**src/rtl/store_buffer.sv**
```systemverilog
// store_buffer: formats SB/SH/SW stores from the execute stage and queues
// them in a FIFO that drains to the data-memory write port over valid/ready.
// Optional macro STORE_BUF_FWD_EN enables the pending-store hit detector on
// fwd_addr/fwd_pending; without it fwd_pending is tied low.
module store_buffer #(
    parameter int DEPTH  = 4,
    parameter int ADDR_W = 32
) (
    input  logic                       clk,
    input  logic                       reset,
    input  logic                       st_valid,
    output logic                       st_ready,
    input  logic [ADDR_W-1:0]          st_addr,
    input  logic [31:0]                st_data,
    input  logic [2:0]                 st_funct3,
    output logic                       st_error,
    output logic                       mem_wr_valid,
    input  logic                       mem_wr_ready,
    output logic [ADDR_W-1:0]          mem_wr_addr,
    output logic [31:0]                mem_wr_data,
    output logic [3:0]                 mem_wr_be,
    output logic                       empty,
    output logic [$clog2(DEPTH):0]     count,
    input  logic [ADDR_W-1:0]          fwd_addr,
    output logic                       fwd_pending
);

    localparam int PTR_W = $clog2(DEPTH);
    localparam int CNT_W = PTR_W + 1;
    localparam int WA_W  = ADDR_W - 2;

    // Store is legal when funct3 is SB/SH/SW and the address is naturally aligned.
    function automatic logic is_legal(input logic [2:0] f3, input logic [1:0] lo);
        logic ok;
        case (f3)
            3'b000:  ok = 1'b1;
            3'b001:  ok = (lo[0] == 1'b0);
            3'b010:  ok = (lo == 2'b00);
            default: ok = 1'b0;
        endcase
        return ok;
    endfunction

    // Replicate the stored byte/halfword across all lanes it could occupy.
    function automatic logic [31:0] fmt_data(input logic [2:0] f3, input logic [31:0] d);
        logic [31:0] r;
        case (f3)
            3'b000:  r = {4{d[7:0]}};
            3'b001:  r = {2{d[15:0]}};
            default: r = d;
        endcase
        return r;
    endfunction

    // Byte enables select the lanes actually written.
    function automatic logic [3:0] fmt_be(input logic [2:0] f3, input logic [1:0] lo);
        logic [3:0] r;
        case (f3)
            3'b000:  r = 4'b0001 << lo;
            3'b001:  r = lo[1] ? 4'b1100 : 4'b0011;
            default: r = 4'b1111;
        endcase
        return r;
    endfunction

    logic [WA_W-1:0]  wa_mem_r   [DEPTH];
    logic [31:0]      data_mem_r [DEPTH];
    logic [3:0]       be_mem_r   [DEPTH];
    logic [PTR_W-1:0] wr_ptr_r;
    logic [PTR_W-1:0] rd_ptr_r;
    logic [CNT_W-1:0] count_r;
    logic [CNT_W-1:0] count_nxt_s;
    logic             st_error_r;
    logic             legal_s;
    logic             st_ready_s;
    logic             enq_s;
    logic             deq_s;
    logic             valid_s;

    assign legal_s    = is_legal(st_funct3, st_addr[1:0]);
    // A full buffer never accepts, even if the head leaves this cycle.
    assign st_ready_s = (count_r < CNT_W'(DEPTH));
    assign valid_s    = (count_r != {CNT_W{1'b0}});
    assign enq_s      = st_valid && st_ready_s && legal_s;
    assign deq_s      = valid_s && mem_wr_ready;

    assign st_ready     = st_ready_s;
    assign st_error     = st_error_r;
    assign empty        = !valid_s;
    assign count        = count_r;
    assign mem_wr_valid = valid_s;
    assign mem_wr_addr  = {wa_mem_r[rd_ptr_r], 2'b00};
    assign mem_wr_data  = data_mem_r[rd_ptr_r];
    assign mem_wr_be    = be_mem_r[rd_ptr_r];

    // Occupancy next-state from the enqueue/dequeue pair.
    always_comb begin
        count_nxt_s = count_r;
        case ({enq_s, deq_s})
            2'b10:   count_nxt_s = count_r + CNT_W'(1'b1);
            2'b01:   count_nxt_s = count_r - CNT_W'(1'b1);
            default: count_nxt_s = count_r;
        endcase
    end

    // Queue storage; contents need no reset since count gates their use.
    always_ff @(posedge clk) begin
        if (enq_s) begin
            wa_mem_r[wr_ptr_r]   <= st_addr[ADDR_W-1:2];
            data_mem_r[wr_ptr_r] <= fmt_data(st_funct3, st_data);
            be_mem_r[wr_ptr_r]   <= fmt_be(st_funct3, st_addr[1:0]);
        end
    end

    // Pointers, occupancy and the one-cycle illegal-store flag.
    always_ff @(posedge clk) begin
        if (reset) begin
            wr_ptr_r   <= {PTR_W{1'b0}};
            rd_ptr_r   <= {PTR_W{1'b0}};
            count_r    <= {CNT_W{1'b0}};
            st_error_r <= 1'b0;
        end else begin
            if (enq_s) begin
                wr_ptr_r <= wr_ptr_r + PTR_W'(1'b1);
            end
            if (deq_s) begin
                rd_ptr_r <= rd_ptr_r + PTR_W'(1'b1);
            end
            count_r    <= count_nxt_s;
            st_error_r <= st_valid && st_ready_s && !legal_s;
        end
    end

`ifdef STORE_BUF_FWD_EN
    logic             fwd_hit_s;
    logic [PTR_W-1:0] fwd_off_s;

    // Any occupied entry (head included) on the load's word raises the hit;
    // the store being enqueued this cycle is not yet in storage.
    always_comb begin
        fwd_hit_s = 1'b0;
        fwd_off_s = {PTR_W{1'b0}};
        for (int i = 0; i < DEPTH; i++) begin
            fwd_off_s = PTR_W'(i) - rd_ptr_r;
            if (({1'b0, fwd_off_s} < count_r) &&
                (wa_mem_r[i] == fwd_addr[ADDR_W-1:2])) begin
                fwd_hit_s = 1'b1;
            end else begin
                fwd_hit_s = fwd_hit_s;
            end
        end
    end

    assign fwd_pending = fwd_hit_s;
`else
    logic unused_fwd_s;

    assign unused_fwd_s = ^fwd_addr;
    assign fwd_pending  = 1'b0;
`endif

endmodule

```
**config.mk**
```make
export PLATFORM = sky130hd
export DESIGN_NAME = store_buffer
export DESIGN_NICKNAME = d
export VERILOG_FILES = /design/src/rtl/store_buffer.sv
export SDC_FILE = /design/constraint.sdc
export NUM_CORES = 1
export LEC_CHECK = 0
export BUFFER_PORTS_ARGS = -buffer_cell sky130_fd_sc_hd__clkbuf_2
export CAP_MARGIN = 20
export CORE_ASPECT_RATIO = 0.9
export CORE_MARGIN = 5
export CORE_UTILIZATION = 54
export CTS_CLUSTER_SIZE = 20
export DETAILED_ROUTE_END_ITERATION = 6
export PLACE_DENSITY = 0.84
export SYNTH_ARGS = -nofsm -noshare
export SYNTH_HDL_FRONTEND = slang
export SYNTH_SLANG_ARGS = --single-unit
export TNS_END_PERCENT = 20
```
**constraint.sdc**
```tcl
create_clock -name clk -period 3.9 [get_ports clk]
set_input_delay 0.195 -clock clk [delete_from_list [all_inputs] [get_ports clk]]
set_output_delay 0.195 -clock clk [all_outputs]
set_load 0.02 [all_outputs]
```
# After elaboration in Yosys (flattened, before gate mapping)
# Memories as Yosys holds them, arrays and structs flattened. A register that Yosys moved wholly into a read port is not among the register bits.
# Index checks and enable logic that the tools add are counted.
# W data, S select, Z words.
[totals] reg_bits=8 ram_bits=264 input_bits=103 word_cells=43 n_memories=3
[mem_list] name="data_mem_r" words=4 width=32 read_ports=1 rd_clocked_by_memory_dff=1 wr=1 line="67" text="logic [31:0] data_mem_r [DEPTH];"
[mem_list] name="wa_mem_r" words=4 width=30 read_ports=1 rd_clocked_by_memory_dff=1 wr=1 line="66" text="logic [WA_W-1:0] wa_mem_r [DEPTH];"
[mem_list] name="be_mem_r" words=4 width=4 read_ports=1 rd_clocked_by_memory_dff=1 wr=1 line="68" text="logic [3:0] be_mem_r [DEPTH];"
[classes] addsub=4 order_cmp=1 eq_ne=4 shifts=1 n_mux=15 bitwise=1 n_reduce_logical=10
[op_table] cell="$pmux W32 S2" n=1
[op_table] cell="$mux W32" n=1
[op_table] cell="$mux W2" n=6
[op_table] cell="$mux W4" n=2
[op_table] cell="$pmux W4 S2" n=1
[op_table] cell="$pmux W3 S2" n=1
[op_table] cell="$add A2 B1 Y2 const B" n=2
[op_table] cell="$logic_and A1 B1 Y1" n=4
[op_table] cell="$shl A1 B2 Y4 const A" n=1
[op_table] cell="$add A3 B1 Y3 const B" n=1
[op_table] cell="$eq A3 B1 Y1 const B" n=1
[op_table] cell="$eq A3 B2 Y1 const B" n=1
[op_table] cell="$logic_not A3 Y1" n=1
[op_table] cell="$lt A3 B3 Y1 const B" n=1
[op_table] cell="$pmux W1 S3" n=1
[op_table] cell="$reduce_bool A3 Y1" n=1
[op_table] cell="$sub A3 B1 Y3 const B" n=1
[op_table] cell="$eq A2 B1 Y1 const B" n=1
[op_table] cell="$eq A2 B2 Y1 const B" n=1
[op_table] cell="$logic_not A1 Y1" n=2
[op_table] cell="$logic_not A2 Y1" n=1
[op_table] cell="$mux W1" n=2
[op_table] cell="$reduce_bool A2 Y1" n=1
[op_table] cell="$not A1 Y1" n=1

# Logic depth before layout (Yosys ltp)
[logic_depth] depth_word=5 depth_mapped=9 ltp_nobuf=9

# Least setup slack after synthesis
# No wires, ideal clock.
[synth_timing] kind="input-to-reg" startpoint="input port st_funct3[0]" endpoint="memory be_mem_r[0][0], enable pin" arrival_ns=2.688 required_ns=3.469 setup_slack_ns=0.781 path_stages=3 path_cell_list="or3_4 a2111oi_4 and2_1"
[synth_between] elab_chain_len=5
[synth_rtl] item="from (decl)" line="15" text="input logic [2:0] st_funct3,"
[synth_rtl] item="$eq A3 B2 Y1 (tied with other cells)" line="35" text="case (f3)"
[synth_rtl] item="$pmux W1 S3 (*)" line="35"
[synth_rtl] item="$logic_and A1 B1 Y1 (*)" line="84" text="assign enq_s = st_valid && st_ready_s && legal_s;"
[synth_rtl] item="$mux W1 (*)" line="108" text="if (enq_s) begin"
[synth_rtl] item="$mux W1 (implied by the code) (*)" line="111" text="be_mem_r[wr_ptr_r] <= fmt_be(st_funct3, st_addr[1:0]);"
[synth_rtl] item="to (decl)" line="68"
# Mark *: on every way between the ends. The rest lies on a longest branch, timed or not.

==> results by group <==
Cells and area
  – P&R area growth vs syn: 22.13%
  – Final core occ: 0.6675
  – Fraction of layout cells with a size suffix above 1: 0.4102
  – Filler cell count: 1253
  – Final-stage net count: 773
  – N_diodes: 0

Timing
  – Pins Over Slew Limit: 0
  – Skew final: around 18 ps
  – Tmin final: 2474 ps
  – Setup slack after layout: 1426 ps
  – Hold Violations, Final: 0
  – Fmax: roughly 400 MHz
  – Worst relative slew slack: 0.3317
  – Setup tns final: 0 ps
  – RSZ-0062 raised after global routing: false
  – Final period util: 0.6343
  – Worst Tran Pin Value: between 1000 and 1500 ps
  – Final setup vio count: 0

Worst setup path
  – WP buf/inv: 2
  – Crit path capture type: output port
  – Peak per-stage delay on the critical path: 600 ps
  – Worst path cell trace: buf_12 > mux4_2 > clkbuf_2
  – CP Max Fanout: 56
  – Worst path arrival time: 2280 ps
  – Worst Path Required: 3700 ps
  – Slowest CP cell: mux4_2
  – Top cell family by delay on the critical path: multiplexers
  – Startpoint types: flop
  – WS Path Type: reg2out

CTS
  – Num CTS Buffers: 28
  – Setup bufs post-CTS: 0
  – Clk sinks: around 270
  – H-tree Lvls: 1
  – Clock slew at reported path FFs: 60 ps
  – Clock Latency Late Sink: between 500 and 600 ps
  – Root buf cell: clkbuf_16
  – CTS tree: done
  – Longest Clk Path Bufs: 3

Run
  – Max cap viols: 0

Routing
  – Drt first pass iters: 4
  – Initial DRC count: about 350
  – Via density: 5.671
  – Total routed wirelength: 21.17 mm
  – Wire per inst: 22.64 um
  – DRC Markers: 0
  – Routed via count: around 5300
  – Final ANT Viol Nets: 0

Power
  – Lkg Pwr: 4.333 nW
  – Total power: ~7.0 mW
  – Pwr Density: between 500 and 600 nW/um^2
  – Peak supply drop: 0.0004306 V

Global route
  – Grt total ovfl: 0
  – First-pass GRT wire length: 32.53 mm
  – Number of antenna violations at the first check in global routing: 3
  – Total track usage: 0.1928
  – Pin count of the biggest net entering global routing: 67
  – Vias in the first global route: 5724

Die
  – IO Pins: 179
  – Die Area: 22220 sq um
  – Rows: 48
  – Die span in y: roughly 140 um
  – Die width: 156.6 um
  – Initial Utilization: 0.5466
  – Core area: between 15000 and 20000 sq um

Synthesis
  – Count leader, synth: edfxtp_1
  – Largest cells by area after synthesis: edfxtp_1 76%, mux4_2 14%, dfxtp_1 1.9%
  – Predominant post-synthesis flop cell: edfxtp_1
  – Post-synth ARST share: 0
  – Commonest cells post-synth: 264 x edfxtp_1, 66 x mux4_2, 18 x nor2_1, 16 x mux2_2
  – Post-synth top area cell: edfxtp_1
  – Cells after Synth: 459
  – Synthesized flop and latch total: 274
  – Netlist Area Pre-Place: approximately 10000 sq um
  – Share of the synthesized area in the top cell type: 0.7594
  – Post-synthesis cell type count: 30
  – Yosys warns: 0
  – EDFF count, synth: 264
  – Avg Cell Area, Syn: 22.74 sq um
  – Register area share after synthesis: 0.7786

Place
  – Final GP Congestion: roughly 0.85
  – Port Buffer Count: 143
  – Detailed Place HPWL: 13.16 mm
  – Place WS: 889.9 ps

Hold path
  – Hold crit path type: in2reg

Outcome
  – Status: finished clean
[state kept, by name, summed over array words and instances, names as in the netlist, named ones only]
signal,cells
count,3
data_mem_r,128
rd_ptr_r,2
st_error,1
wr_ptr_r,2
be_mem_r,16
wa_mem_r,120
[metrics by stage]
step / instances / instance area, sq um / hold slack, ps
after floorplan: 461 / 10450 / 293.9
after global placement: 842 / 11490 / 409.6
after detailed placement: 842 / 11490 / 417.9
after CTS: 935 / 12750 / 13.81
after global routing: 935 / 12750 / 35.89
final: 935 / 12750 / 28.27
[worst paths after layout]
check,from,end,slack [ps],cells past startpoint
min,st_data[20],data_mem_r[2][20],30,2
max,flop,mem_wr_addr[24],1430,3
min reg2reg,rd_ptr_r[1],rd_ptr_r[1],530,2
max reg2reg,count[2],wa_mem_r[1][1],1550,3
[cell families after synthesis]
family,share of synthesized area
AO/OA/AOI/OAI,0.01259
XOR/XNOR,0.003356
adder cells (fa/ha/maj),0.007911
buffers and inverters,0.01342
flip-flops,0.7786
multiplexers,0.1694
other,0.0003592
AND/OR/NAND/NOR,0.01438
[metal layers]
metal,vias to the layer above,GRT usage,part of all wire,routed length (um)
met1,2734,0.2647,0.41,8646
li1,2312,-,-,-
met5,-,0,0.0022,47
met4,6,0.04155,0.021,439
met3,43,0.04087,0.064,1347
met2,207,0.3254,0.50,10690
[final cells by class]
class,count,area [sq um],area share
sequential,274,8135,0.6381
multi-input combinational,155,2191,0.1719
timing repair buffer,194,1229,0.09638
clock buffer,34,723.2,0.05673
tap,250,312.8,0.02454
clock inverter,17,116.4,0.009128
inverter,11,41.29,0.003239
[cells in the final DEF (no fill, tap or decap), types with 3 or more instances in the layout]
| master | count |
|---|---|
| inv_1 | 11 |
| buf_4 | 7 |
| a21oi_1 | 11 |
| dfxtp_1 | 8 |
| clkinv_2 | 5 |
| clkbuf_2 | 143 |
| clkbuf_16 | 28 |
| ha_1 | 5 |
| clkinv_1 | 8 |
| dlygate4sd3_1 | 42 |
| o21ai_0 | 5 |
| conb_1 | 3 |
| mux2i_1 | 9 |
| and2_4 | 4 |
| nor2_1 | 17 |
| xor2_1 | 4 |
| clkbuf_1 | 6 |
| mux2_2 | 16 |
| edfxtp_1 | 264 |
| mux4_2 | 66 |
[report_power, final]
group	switching (mW)	total, mW	internal, mW	leakage, nW
clock	1.04	2.42	1.38	0.406
sequential	0.0663	3.36	3.29	2.46
combinational	0.651	1.18	0.528	1.47
[repair_timing]
| item | 4_1_cts | 5_1_grt |
|---|---|---|
| endpoints found under the setup margin | 0 | 0 |
| hold endpoints to repair | 161 | 0 |
| hold buffers | 42 | 0 |
| resized for setup | 0 | 0 |
No activity file was read; power rests on OpenSTA's default activity.
